$ cat src/rtl/mem_wb_stage.sv
// mem_wb_stage: MEM/WB pipeline register feeding the register file write port
module mem_wb_stage #(
  parameter int INSTRET_W = 64
) (
  input  logic                 clk,
  input  logic                 rst_n,
  input  logic                 stall,
  input  logic                 flush,
  input  logic                 m_valid,
  input  logic                 m_reg_write,
  input  logic [4:0]           m_rd,
  input  logic [1:0]           m_wb_sel,
  input  logic [2:0]           m_funct3,
  input  logic [31:0]          m_alu_result,
  input  logic [31:0]          m_mem_rdata,
  input  logic [31:0]          m_pc_plus4,
  output logic                 L_S,
  output logic [4:0]           Wt_addr,
  output logic [31:0]          wt_data,
  output logic                 fwd_valid,
  output logic                 misalign_exc,
  output logic [INSTRET_W-1:0] instret
);
  logic                 r_valid;
  logic                 r_fresh;
  logic                 r_reg_write;
  logic [4:0]           r_rd;
  logic [31:0]          r_data;
  logic                 r_exc;
  logic [INSTRET_W-1:0] r_instret;
  logic [1:0]           w_off;
  logic                 w_is_b;
  logic                 w_is_h;
  logic                 w_is_w;
  logic                 w_uns;
  logic [31:0]          w_shifted;
  logic [7:0]           w_byte;
  logic [15:0]          w_half;
  logic [31:0]          w_load;
  logic [31:0]          w_data;
  logic                 w_misalign;
  logic                 w_retire;
  logic                 w_wr_ok;

  // Load extraction/extension, write-back source mux and alignment check
  always_comb begin
    w_off      = m_alu_result[1:0];
    w_is_b     = (m_funct3 == 3'b000) || (m_funct3 == 3'b100);
    w_is_h     = (m_funct3 == 3'b001) || (m_funct3 == 3'b101);
    w_is_w     = !w_is_b && !w_is_h;
    w_uns      = m_funct3[2];
    w_shifted  = m_mem_rdata >> {w_off, 3'b000};
    w_byte     = w_shifted[7:0];
    w_half     = w_off[1] ? m_mem_rdata[31:16] : m_mem_rdata[15:0];
    w_load     = w_is_b ? {{24{!w_uns && w_byte[7]}}, w_byte} :
                 w_is_h ? {{16{!w_uns && w_half[15]}}, w_half} : m_mem_rdata;
    w_data     = (m_wb_sel == 2'b01) ? w_load :
                 (m_wb_sel == 2'b10) ? m_pc_plus4 : m_alu_result;
    w_misalign = (m_wb_sel == 2'b01) &&
                 ((w_is_h && w_off[0]) || (w_is_w && (w_off != 2'b00)));
    w_retire   = r_valid && r_fresh && !r_exc;
    w_wr_ok    = r_valid && r_reg_write && (r_rd != 5'd0) && !r_exc;
  end

  // Stage register: flush beats stall; a held entry is no longer fresh
  always_ff @(posedge clk or negedge rst_n) begin
    if (!rst_n) begin
      r_valid     <= 1'b0;
      r_fresh     <= 1'b0;
      r_reg_write <= 1'b0;
      r_rd        <= 5'd0;
      r_data      <= 32'd0;
      r_exc       <= 1'b0;
      r_instret   <= '0;
    end else begin
      r_instret <= r_instret + INSTRET_W'(w_retire);
      if (flush) begin
        r_valid <= 1'b0;
        r_fresh <= 1'b0;
      end else if (stall) begin
        r_fresh <= 1'b0;
      end else begin
        r_valid     <= m_valid;
        r_fresh     <= m_valid;
        r_reg_write <= m_reg_write;
        r_rd        <= m_rd;
        r_data      <= w_data;
        r_exc       <= w_misalign;
      end
    end
  end

  assign L_S          = w_wr_ok && r_fresh;
  assign Wt_addr      = r_rd;
  assign wt_data      = r_data;
  assign fwd_valid    = w_wr_ok;
  assign misalign_exc = r_valid && r_fresh && r_exc;
  assign instret      = r_instret;
endmodule

$ cat config.mk
export PLATFORM = sky130hd
export DESIGN_NAME = mem_wb_stage
export DESIGN_NICKNAME = d
export VERILOG_FILES = /design/src/rtl/mem_wb_stage.sv
export SDC_FILE = /design/constraint.sdc
export NUM_CORES = 1
export LEC_CHECK = 0
export ABC_CLOCK_PERIOD_IN_PS = 3000
export CORE_MARGIN = 2
export CORE_UTILIZATION = 45
export DETAILED_ROUTE_END_ITERATION = 6
export PLACE_DENSITY = 0.81
export SKIP_CTS_REPAIR_TIMING = 1
export SLEW_MARGIN = 20
export SYNTH_ARGS = -nofsm -noshare
export SYNTH_HDL_FRONTEND = slang
export SYNTH_SLANG_ARGS = --single-unit
$ cat constraint.sdc
create_clock -name clk -period 3 [get_ports clk]
set_clock_uncertainty 0.05 [all_clocks]
set_input_delay 0.6 -clock clk [delete_from_list [all_inputs] [get_ports clk]]
set_output_delay 0.6 -clock clk [all_outputs]
set_load 0.02 [all_outputs]
==> flow_summary_export.csv <==
group,metric,value,unit
outcome,status,"completed",
timing,slew_headroom,48.32,%
routing,wirelength,18720,um
routing,wl_met2,9286,um
setup_path,end_kind,"flop",
setup_path,cp_cell_sequence,"nor2_1 -> ha_1 -> ha_1 -> nand3_1 -> nor4_4 -> nand4_4 -> nor3_1 -> xor2_1",
cells_and_area,fin_nets,917,
setup_path,cp-start-kind,"flop",
yosys,ys_async_sr_fraction,100.0,%
die,core-area,12720,sq um
cells_and_area,diodes,0,
timing,fin_crit_sh,90.26,%
routing,drc,0,
yosys,yosysWarnings,0,
timing,setup_viol,0,
placed_design,place_hpwl,14440,um
yosys,ys_types,48,
setup_path,worst_path_most_repeated_cell,"ha_1",
routing,wl_met1,7263,um
placed_design,portBuffers,215,
yosys,synth-edff-count,0,
clock_tree,tritoncts,"built",
routing,ant_nets,0,
global_route,grt_pass1_wl,29900,um
die,pin_count,216,
die,start_util,46.39,%
timing,drv_slew,0,
timing,fin_setup_tns,0,ns
global_route,grt_pass1_vias,5783,
global_route,overflow,0,
setup_path,critPathMaxStageDelay,0.46,ns
global_route,antenna_found_initial,0,
timing,hold_viol_final,0,
timing,min_period,2.708,ns
setup_path,cp_slowest_cell,"nor4_4",
clock_tree,clock_latency,0.34,ns
clock_tree,htreeDepth,3,
global_route,track_usage,26.61,%
routing,dr.pass1.iters,5,
clock_tree,cts.sinks,105,
routing,wl_met3,1536,um
routing,wire_per_inst,19.10,um
power_and_ir_drop,ir_worst_vdd,0.0003679,V
die,dieArea,14050,sq um
power_and_ir_drop,powerDensity,423.5,nW/um^2
yosys,syn_area_per_cell,9.886,sq um
setup_path,cp_max_fo,10,
clock_tree,cts_buffers,9,
flow_run,max_cap_violations,0,
setup_path,crit_arrival,2.93,ns
placed_design,placed_area,8249,sq um
setup_path,crit_type,"flop to flop",
die,die-height,118.5,um
global_route,grt_max_degree,54,
clock_tree,clkSlewWorstSetupHoldPaths,0.07,ns
routing,top_layer,"met4",
cells_and_area,final_area,8568,sq um
yosys,netlist_area,5902,sq um
cells_and_area,syn2layout_area_growth,45.18,%
yosys,syn_inst,597,
yosys,synth_seq_cells,105,
placed_design,globalplace.congestion,0.9015,
clock_tree,cts_root_buf,"clkbuf_16",
routing,drt-vias-per-instance,5.858,
clock_tree,clockBufferDepth,2,
timing,worst_pin_slew,0.7753,ns
timing,max_freq,369.3,MHz
hold_path,min_path_type,"input port to asynchronous set/reset pin",
yosys,synth_seq_area_share,44.52,%
routing,vias,5741,
die,fp.dieW,118.5,um
yosys,synthFlopType,"dfrtp_1",
timing,rsz0062_at_grt,"false",
yosys,synth_nets,711,
setup_path,critical_path_required,3.22,ns
die,rows,41,
cells_and_area,drive_gt1_share,11.01,%
routing,drt_iter0_drc,445,
power_and_ir_drop,p_leak,3.602,nW
final timing paths:
path / from / end / slack (ns) / depth (start not counted)
hold reg to reg: wt_data[22]$_DFFE_PN0P_ / wt_data[22]$_DFFE_PN0P_ / 0.45 / 2
max in group asynchronous: rst_n / instret[57]$_DFF_PN0_ / 1.92 / 2
min in group clk: wt_data[22]$_DFFE_PN0P_ / wt_data[22]$_DFFE_PN0P_ / 0.45 / 2
setup / recovery: r_exc$_DFFE_PN0P_ / instret[52]$_DFF_PN0_ / 0.29 / 8
setup reg to reg: r_exc$_DFFE_PN0P_ / instret[52]$_DFF_PN0_ / 0.29 / 8
hold / removal: rst_n / instret[23]$_DFF_PN0_ / 0.24 / 1
power breakdown:
group / switching (mW) / total, mW / internal [mW]
logic: 0.396 / 0.806 / 0.410
clock network: 0.559 / 1.24 / 0.683
registers: 0.0725 / 1.58 / 1.51
critical path: cells and delay by family (launching register included):
kind | cells | cell delay, ns
xor gates and xnor gates | 1 | 0.18
adders and majority gates | 2 | 0.49
DFF | 1 | 0.42
and+or+nand+nor | 5 | 1.49
synth_stat cells (5+ instances only):
| cell type | number | area [sq um] |
|---|---|---|
| xnor2_1 | 35 | 306.5 |
| o22ai_1 | 8 | 50.05 |
| nor4_1 | 5 | 31.28 |
| nand2_1 | 78 | 292.8 |
| nor2b_1 | 5 | 31.28 |
| and4_1 | 5 | 43.79 |
| mux4_2 | 8 | 180.2 |
| a22o_1 | 8 | 70.07 |
| nor3_1 | 8 | 40.04 |
| mux2_2 | 28 | 315.3 |
| xor2_1 | 27 | 236.5 |
| or2_2 | 6 | 37.54 |
| nor2_1 | 34 | 127.6 |
| a221oi_1 | 15 | 131.4 |
| a31oi_1 | 8 | 50.05 |
| nand3_1 | 24 | 120.1 |
| dfrtp_1 | 105 | 2628 |
| inv_1 | 17 | 63.81 |
| and3_1 | 8 | 50.05 |
| clkbuf_1 | 27 | 101.4 |
| nand4_1 | 16 | 100.1 |
| o221ai_1 | 24 | 210.2 |
| o21ai_0 | 32 | 160.2 |
| a21oi_1 | 20 | 100.1 |
cells by family after synthesis:
kind of cell    share of synthesized area [%]
mux                                     9.074
compound gates                          14.37
simple gates                            18.95
buf+inv                                 3.456
fa+ha+maj                              0.4239
flops                                   44.52
xor+xnor                                9.201
layer usage:
layer  vias up  track usage (%)
met2       290            45.04
met3        49            6.081
met5         -                0
li1       2605                -
met1      2797            32.26
met4         0            11.98
registers in the layout (all words and copies together), names as in the netlist:
register / cells
r_valid: 1
wt_data: 32
r_reg_write: 1
r_exc: 1
instret: 64
r_fresh: 1
Wt_addr: 5
cells in the final DEF, fill, tap and decap left out, types with 4 or more instances in the layout:
cell type | synthesis | routed
dfrtp_1 | 105 | 105
o21ai_0 | 32 | 32
xnor2_1 | 35 | 35
a21oi_1 | 20 | 20
nor4_2 | 4 | 4
clkbuf_16 | 0 | 9
nor4_1 | 5 | 5
and4_1 | 5 | 5
nor3_1 | 8 | 8
nand2_1 | 78 | 78
a22o_1 | 8 | 8
buf_4 | 1 | 15
or2_2 | 6 | 6
clkinv_4 | 0 | 4
clkdlybuf4s50_1 | 0 | 213
nor2_1 | 34 | 33
a31oi_1 | 8 | 8
xor2_1 | 27 | 27
mux2i_1 | 4 | 4
nand3_1 | 24 | 24
and3_1 | 8 | 8
nor2b_1 | 5 | 5
nand4_1 | 16 | 16
mux4_2 | 8 | 8
o22ai_1 | 8 | 8
o221ai_1 | 24 | 24
mux2_2 | 28 | 28
a221oi_1 | 15 | 15
inv_1 | 17 | 17
cell type report:
class / instances / area, sq um
fillers: 1037 / 4154
multi-input cells: 440 / 3077
flip-flops and latches: 105 / 2628
repair buffers: 230 / 2270
clock buffers: 10 / 239.0
well taps: 172 / 215.2
clock inverters: 6 / 76.32
inverters: 17 / 63.81
metrics by stage:
stage / setup WS, ns / hold slack (ns) / std cells / util [%] / power (mW)
after global placement: 0.1324 / 0.4115 / 964 / 64.84 / 2.397
after floorplan: 0.7701 / 0.2544 / 597 / - / 1.937
after detailed placement: 0.1686 / 0.4358 / 964 / 64.84 / 2.413
after CTS: 0.2634 / 0.2683 / 980 / 67.32 / 3.648
final: 0.2921 / 0.2417 / 980 / 67.35 / 3.629
after global routing: 0.05343 / 0.2957 / 980 / 67.35 / 3.769
Power figures use the tool's default switching activity.
